**config.mk**
```make
export PLATFORM = sky130hd
export DESIGN_NAME = hdu_x1
export DESIGN_NICKNAME = d
export VERILOG_FILES = /design/src/rtl/hdu_x1.sv
export SDC_FILE = /design/constraint.sdc
export NUM_CORES = 1
export LEC_CHECK = 0
export ABC_AREA = 1
export BUFFER_PORTS_ARGS = -buffer_cell sky130_fd_sc_hd__buf_2
export CAP_MARGIN = 20
export CELL_PAD_IN_SITES_DETAIL_PLACEMENT = 1
export CELL_PAD_IN_SITES_GLOBAL_PLACEMENT = 2
export CORE_ASPECT_RATIO = 1.2
export CORE_MARGIN = 1
export CORE_UTILIZATION = 25
export CTS_BUF_LIST = sky130_fd_sc_hd__clkbuf_8
export DETAILED_ROUTE_END_ITERATION = 6
export PLACE_DENSITY_LB_ADDON = 0.1
export SETUP_SLACK_MARGIN = 0.1
export SYNTH_ARGS = -nofsm -noshare
export SYNTH_HDL_FRONTEND = slang
export SYNTH_SLANG_ARGS = --single-unit
```
**constraint.sdc**
```tcl
create_clock -name clk -period 0.95 [get_ports clk]
set_input_delay 0.095 -clock clk [delete_from_list [all_inputs] [get_ports clk]]
set_output_delay 0.095 -clock clk [all_outputs]
set_load 0.01 [all_outputs]
```
**src/rtl/hdu_x1.sv**
```systemverilog
// Read-after-write hazard detector: stalls a read whose address matches a write from this cycle or the last HAZ_DEPTH cycles.
// Optional macro HDU_BANK_MATCH_EN narrows the match to the bank field addr[Bank_Num_W-1:0].
module hdu_x1 #(
    parameter int ADDR_W     = 16,
    parameter int Bank_Num_W = 5,
    parameter int HAZ_DEPTH  = 4
) (
    input  logic              clk,
    input  logic              rst,
    input  logic [ADDR_W-1:0] Raddr0,
    input  logic [ADDR_W-1:0] Waddr0,
    input  logic              Raddr_valid0,
    input  logic              Waddr_valid0,
    output logic              stall_signal
);

    localparam logic [ADDR_W-1:0] BANK_MASK = (ADDR_W'(1) << Bank_Num_W) - ADDR_W'(1);
`ifdef HDU_BANK_MATCH_EN
    localparam logic [ADDR_W-1:0] CMP_MASK = BANK_MASK;
`else
    localparam logic [ADDR_W-1:0] CMP_MASK = BANK_MASK | ~BANK_MASK;
`endif

    logic [HAZ_DEPTH-1:0] hist_valid_reg;
    logic [ADDR_W-1:0]    hist_addr_reg [HAZ_DEPTH];
    logic [HAZ_DEPTH-1:0] hist_match;
    logic                 cur_match;
    logic                 stall_reg;
    logic                 stall_next;

    // Addresses shift without reset; their valid bits alone gate matching.
    genvar gi;
    generate
        for (gi = 0; gi < HAZ_DEPTH; gi++) begin : g_hist
            if (gi == 0) begin : g_head
                always_ff @(posedge clk) begin
                    if (!rst) begin
                        hist_valid_reg[gi] <= 1'b0;
                    end else begin
                        hist_valid_reg[gi] <= Waddr_valid0;
                    end
                    hist_addr_reg[gi] <= Waddr0;
                end
            end else begin : g_tail
                always_ff @(posedge clk) begin
                    if (!rst) begin
                        hist_valid_reg[gi] <= 1'b0;
                    end else begin
                        hist_valid_reg[gi] <= hist_valid_reg[gi-1];
                    end
                    hist_addr_reg[gi] <= hist_addr_reg[gi-1];
                end
            end

            assign hist_match[gi] = hist_valid_reg[gi] &&
                                    (((hist_addr_reg[gi] ^ Raddr0) & CMP_MASK) == '0);
        end
    endgenerate

    assign cur_match = Waddr_valid0 && (((Waddr0 ^ Raddr0) & CMP_MASK) == '0);

    always_comb begin
        stall_next = Raddr_valid0 && (cur_match || (|hist_match));
    end

    always_ff @(posedge clk) begin
        if (!rst) begin
            stall_reg <= 1'b0;
        end else begin
            stall_reg <= stall_next;
        end
    end

    assign stall_signal = stall_reg;

endmodule

```
---- After elaboration in Yosys (flattened, before gate mapping) ----
Memories as Yosys holds them, arrays and structs flattened.
Index checks and enable logic that the tools add are counted.
word-level totals
  bits in registers ....................... 5
  bits in latches ......................... 0
  bits in writable memories ............... 64
  memory bits (read-only) ................. 0
  output and inout port bits .............. 1
  logic and storage cells ................. 24
  memories kept ........................... 1
memories
  name           words  width  read ports  clocked after memory_dff  write ports  line  source
  hist_addr_reg  4      16     4           0                         4            25    logic [ADDR_W-1:0] hist_addr_reg [HAZ_DEPTH];
cells by class
  add/sub/neg operators ................... 0
  multipliers ............................. 0
  div/mod/pow operators ................... 0
  $lt $le $gt $ge ......................... 0
  eq/ne operators ......................... 0
  shifts and indexed selects .............. 0
  mux-type cells .......................... 0
  bitwise gates (word level) .............. 5
  reduce and logical (&&, ||, !) cells .... 13
operator list
  kind                number
  16-bit zero test    5
  16-bit bitwise XOR  5
  1-bit logical AND   6
  4-bit OR reduction  1
  1-bit logical OR    1

---- Longest topological paths before layout ----
Gate-level depths: netlist of run 1.
  depth after elaboration ................. 6
  gate-level depth with buffers ........... 11

---- Least setup slack after synthesis of run 1 ----
OpenSTA, ideal clock, no wires.
  kind .................................... register -> register
  from .................................... memory hist_addr_reg[2][7]
  to ...................................... register stall_reg, in the netlist stall_signal
  library setup time ...................... 0.064 ns
  arrival time ............................ 0.888 ns
  data required time ...................... 0.886 ns
  setup slack ............................. -0.002 ns
  cell stages (with the launch flop) ...... 11
  path buffers ............................ 0
  clock period less this slack ............ 0.952 ns
  cells stage by stage .................... dfxtp_1 inv_1 nand2_1 nand2_1 nor2_1 nand2_1 nor2_1 nand3_1 nand3_1 nor2_1 nor2_1
RTL lines
  element                 line  source
  start: declaration      25
  end signal: assignment  70    stall_reg <= stall_next;
  end: declaration        28    logic stall_reg;

==> key figures, run 1 <==
Layout
  – Finished layout cell area: 3633 um2
  – Area of the multi-input gates: 1146 um2
  – Sequential cell area: roughly 1400 um2
  – Inserted Diodes: 0
  – Final net count: slightly below 500
  – Share of layout cells above drive strength 1: 27.67%
  – Area Growth Syn to Fin: 34.57%
  – Filler instances: 1,290
  – Largest register FFs: 64

Critical path
  – Crit-path max FO: 2
  – Crit path arrival time: 1.44 ns
  – Critical Path RT: 1.25 ns
  – Kind of critical path: reg2reg
  – R2R depth: 7
  – CP bufs+invs: 0
  – Largest delay share family, worst path: simple AND/OR/NAND/NOR gates
  – Slowest cell on the critical path: dfxtp_1
  – Worst path depth: 7
  – Max incr delay on CP: 0.32 ns
  – CP Cell Sequence: xnor2_1 > nand3_1 > nor2_1 > nand3_1 > nand2_1 > nor2_1 > nor2_1
  – Startpoint Class: flip-flop
  – Critical Path End Type: flip-flop
  – Most used cell, CP: nor2_1

Power
  – Int Pwr: between 4000 and 5000 uW
  – Logic pwr share: about 13%
  – Static leakage: 0.001866 uW
  – Total power per unit cell area: 1691 nW/um2
  – P_sw: 1615 uW
  – Sequential share of power: about half
  – Peak VDD IR: 474.4 uV
  – Part of the power in the clock network: 35.9%
  – Switch share: 26.28%

Placed design
  – Dpl hpwl: 6785 um
  – GPL Wtd Cong: 0.7773
  – Setup WS pre-CTS: -0.2773 ns
  – IO buf count: 36
  – Placed cell area: approximately 3200 um2

Die
  – FP Rows: 41
  – CORE AREA: 10,520 um2
  – I/O pin count: 37
  – Die Wd: slightly below 100 um
  – Die Height: 115.8 um
  – Initial core utilization: between 20% and 30%
  – Die Area: 11,220 um2

STA
  – Layout Skew: 0.01093 ns
  – Fmax: 879.9 MHz
  – Final min period: 1.137 ns
  – TNS Setup: -0.1884 ns
  – Setup WS post-layout: -0.1865 ns
  – RSZ-0062 raised after global routing: true
  – Final hold violations: 0
  – Final Max Slew Viols: 0
  – Worst hold slack: 0.02345 ns
  – Relative slew slack: between 80% and 90%
  – Finish-stage setup viols: 2
  – Worst-margin pin slew: 0.2680 ns
  – Final period util: 119.6%

Synth
  – Top_reg_cell synth: dfxtp_1
  – Syn_area_per_cell: 7.258 um2
  – Syn nets: a little over 400
  – Async set-reset flop share out of synthesis: 0%
  – Synth area leaders: dfxtp_1 51%, nand2_1 19%, inv_1 6.8%
  – Share of the synthesized area in the top cell type: about half
  – Netlist cell types: 16
  – Most frequent cell after synthesis: nand2_1
  – EDFF count, synth: 0
  – Post-synthesis sequential area ratio: approximately half
  – Synth Warn #: 0
  – Mapped cell area: 2700 um2
  – #FFs+latches synth: between 60 and 70
  – Most frequent cells after synthesis: 137 x nand2_1, 69 x dfxtp_1, 49 x inv_1
  – Largest area contributor in the netlist: dfxtp_1
  – Cells after Synth: 372

Routing
  – Average wire per standard cell: 14.09 um
  – Post-route ant nets: 0
  – First-pass DRT Iterations: 4
  – Final WL: 8283 um
  – DR vias/cell: 4.041
  – DRT iter0 DRCs: 61
  – Residual DRC: 0
  – DR vias: 2,376

Clock tree
  – TritonCTS clock tree: yes
  – Root Buffer: clkbuf_8
  – Sink Count: 69
  – Clock-pin slew on the worst setup and hold paths: 0.08 ns
  – Max clock buf depth: 2
  – Postcts setup bufs: 0
  – H-Tree Depth: 3
  – CTS Buf Count: 9
  – Worst-Skew Late Latency: 0.36 ns

Global route
  – First-pass GRT wire length: between 10,000 and 15,000 um
  – Vias in the first global route: 2,372
  – Gr ovfl total: 0
  – Initial antenna violation count: 0
  – Largest net degree at the start of global routing: 11
  – Overall Global Routing Usage: 15.94%

Worst hold path
  – WHS Path Cells: 3
  – Type of the worst min-delay path: in2reg

Outcome
  – Status: finished, violations left
  – Violated checks: negative setup slack

Flow run
  – MaxCap Viol Count: 0
repair_timing:
item,4_1_cts,5_1_grt
endpoints found under the setup margin,2,2
pin swaps,19,3
gates resized for setup,24,10
hold endpoints to repair,20,0
hold buffers,18,0
kinds of logic (layout without fill, tap and decap cells):
family	count (synthesis)	in the layout	synth area share, %
AOI/OAI and AO/OA	27	27	5.375
xor gates and xnor gates	22	22	7.136
buffers and inverters	60	147	8.619
DFF	69	69	51.16
and+or+nand+nor	194	194	27.71
power groups by stage:
stage	Sequential [uW]	Clock, uW	Combinational, uW
after floorplan	3180	0	365
after global placement	3210	0	716
after detailed placement	3220	0	716
after CTS	3150	2310	799
after global routing	3180	2450	888
final	3150	2200	786
cell usage in the layout, fill, tap and decap left out:
cell | synthesis | final
nand2_1 | 137 | 126
dfxtp_1 | 69 | 44
dlygate4sd3_1 | 0 | 18
dfxtp_2 | 0 | 25
clkbuf_8 | 0 | 12
buf_4 | 0 | 22
nor3_2 | 0 | 1
or2_0 | 1 | 1
nand3_1 | 8 | 8
xor2_1 | 18 | 17
xor2_2 | 0 | 1
o211ai_1 | 4 | 4
inv_2 | 7 | 9
nor2_2 | 1 | 9
o21ai_0 | 19 | 14
o21ai_1 | 4 | 9
inv_1 | 49 | 49
nand2_2 | 0 | 11
xnor2_1 | 4 | 4
nor2_1 | 43 | 35
nor3_1 | 4 | 3
buf_2 | 3 | 36
clkinv_2 | 0 | 1
per-stage QoR:
stage / utilization (%) / total power, uW / cells
after floorplan: - / 3548 / 372
after global placement: 30.46 / 3926 / 555
after detailed placement: 30.46 / 3932 / 555
after CTS: 34.38 / 6261 / 588
after global routing: 34.55 / 6514 / 588
final: 34.55 / 6145 / 588
metal layers:
layer,GRT usage [%],vias to the layer above,wire length (um)
met5,0,-,0
met4,6.269,0,109
met2,26.90,28,4040
met1,19.46,1064,3887
li1,-,1275,-
met3,4.222,9,246
worst paths after layout:
check / end / start / slack, ns
worst max-delay path: stall_signal$_SDFF_PN0_ / hist_addr_reg[0][4]$_DFF_P_ / -0.19
worst min-delay path: stall_signal$_SDFF_PN0_ / Raddr_valid0 / 0.02
worst max register to register: stall_signal$_SDFF_PN0_ / hist_addr_reg[0][4]$_DFF_P_ / -0.19
worst min register to register: hist_addr_reg[3][13]$_DFF_P_ / hist_addr_reg[2][13]$_DFF_P_ / 0.35
cell type report:
type,instances,share of cell area (%)
flip-flops and latches,69,38.88
repair buffers,76,14.46
clock buffers,12,4.545
multi-input cells,243,31.54
clock inverters,3,0.3444
well taps,129,4.442
inverters,56,5.785
worst reg2reg max path, delay by kind of cell, from the launching register on:
kind | cells | cell delay (ns)
XOR/XNOR | 1 | 0.21
flip-flops | 1 | 0.32
AND/OR/NAND/NOR | 6 | 0.56
Power figures use the tool's default switching activity.
==> inputs of run 2 (changes only) <==
--- a/config.mk
+++ b/config.mk
@@ -12,7 +12,7 @@
 export CELL_PAD_IN_SITES_GLOBAL_PLACEMENT = 2
 export CORE_ASPECT_RATIO = 1.2
 export CORE_MARGIN = 1
-export CORE_UTILIZATION = 25
+export CORE_UTILIZATION = 30
 export CTS_BUF_LIST = sky130_fd_sc_hd__clkbuf_8
 export DETAILED_ROUTE_END_ITERATION = 6
 export PLACE_DENSITY_LB_ADDON = 0.1
==> run 2 against run 1 <==
  * The run still ends with negative setup slack left
  * Die area decreased by 16%
  * Critical path depth grew 2
  * Via count is 1.7% higher
  * Non-clock buffer count fell by 1
  * Final cell count is 2.0% lower
  * Clock-buffer cell count down 1
  * Setup slack worse by 0.075 ns
  * Power rose by 8.3%
  * Flip-flop and latch count did not move
  * Sequential share of layout area shrank 0.60 points
  * Combinational power barely moved
  * Clock skew decreased by 0.0050 ns
  * Critical endpoint unchanged
  * Largest power group unchanged
==> key figures, run 2 (same netlist as run 1, synthesis figures left out) <==
Die
  – Die Area: 9385 um2
  – Die Wd: 88.61 um
  – CORE AREA: a little under 9000 um2
  – Initial core utilization: 31.19%
  – FP Rows: 37
  – Die Height: 105.9 um
  – I/O pin count: 37

STA
  – Final Max Slew Viols: 0
  – Fmax: 825.3 MHz
  – Setup WS post-layout: -0.2617 ns
  – Final hold violations: 0
  – Final min period: 1.212 ns
  – Layout Skew: 0.005958 ns
  – RSZ-0062 raised after global routing: true
  – Worst-margin pin slew: approximately 0.31 ns
  – Final period util: 127.5%
  – Relative slew slack: 79.18%
  – Finish-stage setup viols: 1

Routing
  – Final WL: around 8200 um
  – Average wire per standard cell: 14.18 um
  – DR vias/cell: around 4.2
  – Post-route ant nets: 0
  – DR vias: 2,417
  – First-pass DRT Iterations: 4
  – Residual DRC: 0
  – DRT iter0 DRCs: 63

Global route
  – Gr ovfl total: 0
  – Largest net degree at the start of global routing: 12
  – Initial antenna violation count: 0
  – First-pass GRT wire length: between 10,000 and 15,000 um
  – Vias in the first global route: 2,520
  – Overall Global Routing Usage: 18.79%

Clock tree
  – TritonCTS clock tree: yes
  – Max clock buf depth: 2
  – Root Buffer: clkbuf_8
  – Clock-pin slew on the worst setup and hold paths: approximately 0.070 ns
  – CTS Buf Count: 9
  – Worst-Skew Late Latency: 0.34 ns
  – H-Tree Depth: 3
  – Sink Count: around 70

Layout
  – Final net count: ~500
  – Share of layout cells above drive strength 1: 27.02%
  – Area Growth Syn to Fin: 36.56%
  – Most frequent cells in the layout: 132 x nand2_1, 48 x inv_1, 45 x dfxtp_1
  – Final non-filler cell total: 576
  – Largest register FFs: 64
  – Commonest non-fill, non-tap cell in the layout: nand2_1
  – Inserted Diodes: 0

Critical path
  – Crit-path max FO: 3
  – Kind of critical path: reg2reg
  – Slowest cell on the critical path: dfxtp_2
  – R2R Path Start: hist_addr_reg[2][2]$_DFF_P_
  – R2R depth: 9
  – Worst R2R End: stall_signal$_SDFF_PN0_
  – Critical Path End Type: flip-flop
  – Crit path arrival time: ~1.5 ns
  – Critical Path RT: 1.24 ns
  – Max incr delay on CP: 0.34 ns
  – CP Cell Sequence: nand2_1 > nand2_1 > nor2_4 > nand2_2 > nor2_4 > nand3_2 > nand3_2 > nor2_1 > nor2_1
  – Startpoint Class: flip-flop
  – Register-to-register setup slack: -0.26 ns

Power
  – P_sw: 1648 uW
  – Logic pwr share: 11.8%
  – Total power per unit cell area: 1805 nW/um2
  – Peak VDD IR: ~740 uV
  – Switch share: between 20 and 25%
  – Static leakage: 0.001893 uW
  – Int Pwr: 5007 uW
  – Sequential share of power: 47.4%
  – Part of the power in the clock network: 40.8%

Placed design
  – Setup WS pre-CTS: -0.3576 ns
  – GPL Wtd Cong: around 0.77
  – DP Cell Count: between 500 and 600
  – IO buf count: 36
  – Dpl hpwl: 6474 um

Worst hold path
  – Hold Startpoint: hist_addr_reg[0][2]$_DFF_P_
  – Type of the worst min-delay path: reg2reg
  – Hold endpoint: hist_addr_reg[1][2]$_DFF_P_
  – WHS Path Cells: 0

Outcome
  – Status: finished, violations left
  – Violated checks: negative setup slack

Flow run
  – MaxCap Viol Count: 0
[run 2: timing repair]
item,4_1_cts,5_1_grt
hold buffers,19,0
buffers inserted,0,1
pin swaps,2,21
endpoints found under the hold margin,20,0
resized for setup,9,26
setup endpoints to repair,2,2
[run 2: power groups by stage]
stage / sequential (uW) / combinational [uW] / clock, uW
6_report: 3160 / 785 / 2710
5_1_grt: 3180 / 882 / 2900
4_1_cts: 3150 / 772 / 2790
3_5_place_dp: 3220 / 698 / 0
3_3_place_gp: 3210 / 695 / 0
2_1_floorplan: 3180 / 365 / 0
[run 2: how the worst max path moves through the flow]
stage / startpoint / end / slack [ns] / cells past startpoint
after floorplan: hist_addr_reg[3][3]$_DFF_P_ / stall_signal$_SDFF_PN0_ / 0.01 / 10
after global placement: hist_addr_reg[2][7]$_DFF_P_ / stall_signal$_SDFF_PN0_ / -0.35 / 10
after detailed placement: hist_addr_reg[2][7]$_DFF_P_ / stall_signal$_SDFF_PN0_ / -0.36 / 10
after CTS: hist_addr_reg[2][7]$_DFF_P_ / stall_signal$_SDFF_PN0_ / -0.26 / 10
after global routing: hist_addr_reg[2][6]$_DFF_P_ / stall_signal$_SDFF_PN0_ / -0.32 / 10
final: hist_addr_reg[2][2]$_DFF_P_ / stall_signal$_SDFF_PN0_ / -0.26 / 9
[run 2: layout make-up]
cell class	count	area, um2
Tap cell	117	146.4
Clock buffer	11	151.4
Sequential cell	69	1411
Multi-Input combinational cell	243	1161
Clock inverter	5	73.82
Timing Repair Buffer	75	533.0
Fill cell	1110	4970
Inverter	56	210.2
[run 2: through the flow]
stage	setup TNS, ns	power, uW	cell area [um2]	hold slack [ns]	utilization, %
after floorplan	0	3548	2719	0.1227	-
after global placement	-0.3470	3907	3178	0.2152	36.71
after detailed placement	-0.3576	3916	3178	0.2126	36.71
after CTS	-0.2629	6713	3616	0.3543	41.77
after global routing	-0.3178	6958	3687	0.3636	42.59
final	-0.2617	6655	3687	0.3529	42.59
[run 2: per-layer routing]
| metal | global-route usage (%) | vias to the layer above | wire (um) |
|---|---|---|---|
| met2 | 31.65 | 30 | 3962 |
| met4 | 6.912 | 0 | 163 |
| li1 | - | 1275 | - |
| met5 | 0 | - | 0 |
| met3 | 3.028 | 10 | 186 |
| met1 | 23.80 | 1102 | 3854 |
[run 2: critical path: cells and delay by family, from the launching register on]
| family | cells | cell delay (ns) |
|---|---|---|
| flip-flops | 1 | 0.34 |
| AND/OR/NAND/NOR | 9 | 0.81 |
==> inputs of run 3 (changes only) <==
--- a/config.mk
+++ b/config.mk
@@ -16,7 +16,8 @@
 export CTS_BUF_LIST = sky130_fd_sc_hd__clkbuf_8
 export DETAILED_ROUTE_END_ITERATION = 6
 export PLACE_DENSITY_LB_ADDON = 0.1
-export SETUP_SLACK_MARGIN = 0.1
+export SETUP_SLACK_MARGIN = 0.5
+export SKIP_CTS_REPAIR_TIMING = 1
 export SYNTH_ARGS = -nofsm -noshare
 export SYNTH_HDL_FRONTEND = slang
 export SYNTH_SLANG_ARGS = --single-unit
==> run 3 against run 2 <==
  * Global-route usage fell by 0.20 points
  * Non-clock buffer count is 20 lower
  * Die area did not move
  * Flip-flop and latch count stayed put
  * Sequential power about the same
  * The run ends with negative hold slack, negative setup slack left
  * Clock power decreased by 24%
==> key figures, run 3 (same netlist as run 1, synthesis figures left out) <==
Critical path
  – Startpoint Class: flip-flop
  – Max incr delay on CP: 0.39 ns
  – Crit-path max FO: 1
  – Register-to-register setup slack: -0.28 ns
  – R2R Path Start: hist_addr_reg[3][14]$_DFF_P_
  – Largest delay share family, worst path: simple AND/OR/NAND/NOR gates
  – Critical Path RT: roughly 1.3 ns
  – CP Cell Sequence: xor2_1 > nor3_1 > nand3_1 > nand3_1 > nor2_1 > nor2_1
  – Worst R2R End: stall_signal$_SDFF_PN0_
  – Crit path arrival time: 1.53 ns
  – Critical Path End Type: flip-flop
  – Kind of critical path: reg2reg
  – CP bufs+invs: 0
  – Slowest cell on the critical path: nor3_1
  – R2R depth: 6

Layout
  – Share of layout cells above drive strength 1: 27.17%
  – Filler instances: between 1,000 and 1,500
  – Commonest non-fill, non-tap cell in the layout: nand2_1
  – Area of the multi-input gates: between 1000 and 1500 um2
  – Largest register FFs: 64
  – Sequential cell area: 1425 um2
  – Most frequent cells in the layout: 137 x nand2_1, 50 x inv_1, 36 x dfxtp_1, 36 x buf_2, 34 x nor2_1
  – Inserted Diodes: 0
  – Area Growth Syn to Fin: 25.44%
  – Final net count: 470

Power
  – Static leakage: 0.001768 uW
  – Peak VDD IR: between 500 and 600 uV
  – Total power per unit cell area: 1748 nW/um2

Placed design
  – Dpl hpwl: between 6000 and 7000 um
  – IO buf count: 36
  – Setup WS pre-CTS: -0.3615 ns
  – GPL Wtd Cong: 0.8193

STA
  – Final min period: 1.229 ns
  – Final Max Slew Viols: 0
  – Setup WS post-layout: -0.2793 ns
  – Final hold violations: 21
  – RSZ-0062 raised after global routing: true
  – Final period util: 129.4%
  – Fmax: between 800 and 900 MHz
  – Layout Skew: approximately 0.011 ns
  – Worst hold slack: -0.1411 ns
  – Worst-margin pin slew: 0.4250 ns
  – Relative slew slack: 71.45%
  – Finish-stage setup viols: 1

Global route
  – Gr ovfl total: 0
  – Most Crowded Layer GR: met2
  – M1 GR Usage: 23.56%
  – Initial antenna violation count: 0
  – Overall Global Routing Usage: 18.59%
  – Vias in the first global route: 2,383
  – Met2 Use GR: about 30%
  – M3 GR Usage: 2.795%
  – First-pass GRT wire length: 12,300 um
  – Largest net degree at the start of global routing: 12

Worst hold path
  – Type of the worst min-delay path: in2reg
  – Hold Startpoint: Waddr0[12]
  – Hold endpoint: hist_addr_reg[0][12]$_DFF_P_
  – WHS Path Cells: 1

Routing
  – Average wire per standard cell: roughly 14 um
  – Post-route ant nets: 0
  – First-pass DRT Iterations: 4
  – DRT iter0 DRCs: 48
  – Final WL: 7815 um
  – DR vias: about 2,300
  – Residual DRC: 0
  – DR vias/cell: about 4.2

Clock tree
  – Clock-pin slew on the worst setup and hold paths: 0.08 ns
  – Worst-Skew Late Latency: 0.35 ns
  – Max clock buf depth: 2
  – Sink Count: 69
  – Root Buffer: clkbuf_8
  – CTS Buf Count: 9
  – TritonCTS clock tree: yes
  – H-Tree Depth: 3

Outcome
  – Violated checks: negative hold slack, negative setup slack
  – Status: finished, violations left

Flow run
  – MaxCap Viol Count: 0

Die
  – Die Height: 105.9 um
  – FP Rows: 37
  – Die Area: 9385 um2
  – I/O pin count: 37
  – Die Wd: 88.61 um
  – CORE AREA: 8657 um2
  – Initial core utilization: between 30% and 40%
run 3: changes by cell type in the layout (fill, tap and decap cells not counted), moves of 3 or more:
cell | previous run | this run
dlygate4sd3_1 | 19 | 0
dfxtp_1 | 45 | 36
dfxtp_2 | 24 | 32
nand2_1 | 132 | 137
nand2_2 | 5 | 0
nand3_1 | 5 | 8
nand3_2 | 3 | 0
nor2_2 | 7 | 10
nor2_4 | 3 | 0
run 3: worst reg2reg max path, stage by stage, from the launching register on:
cell and delay, ns:
dfxtp_1 0.31, xor2_1 0.14, nor3_1 0.39, nand3_1 0.13, nand3_1 0.09, nor2_1 0.05
nor2_1 0.07
run 3: report_power, final:
group	total (uW)	switching (uW)	internal, uW
Sequential	3160	100	3060
Combinational	693	404	289
Clock	2070	1160	910
Total	5920	1670	4260
run 3: worst max-delay path by stage:
stage	from	to	cells past startpoint
global placement	hist_addr_reg[2][7]$_DFF_P_	stall_signal$_SDFF_PN0_	10
floorplan	hist_addr_reg[3][3]$_DFF_P_	stall_signal$_SDFF_PN0_	10
global route	hist_addr_reg[2][14]$_DFF_P_	stall_signal$_SDFF_PN0_	10
finish	hist_addr_reg[3][14]$_DFF_P_	stall_signal$_SDFF_PN0_	6
detailed placement	hist_addr_reg[2][7]$_DFF_P_	stall_signal$_SDFF_PN0_	10
CTS	hist_addr_reg[2][7]$_DFF_P_	stall_signal$_SDFF_PN0_	10
run 3: stage by stage:
| step | total power [uW] | area [um2] | TNS [ns] | utilization [%] | std cells |
|---|---|---|---|---|---|
| floorplan | 3548 | 2719 | 0 | - | 372 |
| global placement | 3908 | 3178 | -0.3503 | 36.71 | 540 |
| detailed placement | 3913 | 3178 | -0.3615 | 36.71 | 540 |
| CTS | 5979 | 3336 | -0.3760 | 38.53 | 555 |
| global route | 6222 | 3387 | -0.3389 | 39.12 | 555 |
| finish | 5921 | 3387 | -0.2793 | 39.12 | 555 |
run 3: layout make-up:
cell class / count / share of cell area, %
clock buffers: 9 / 3.657
clock inverters: 6 / 0.9974
inverters: 56 / 6.206
multi-input cells: 243 / 32.73
flip-flops and latches: 69 / 42.08
well taps: 117 / 4.322
repair buffers: 55 / 10.01
run 3: layer usage:
layer / vias to the layer above / wire [um]
met1: 1034 / 3682
met5: - / 0
li1: 1229 / -
met2: 38 / 3675
met3: 16 / 194
met4: 0 / 263
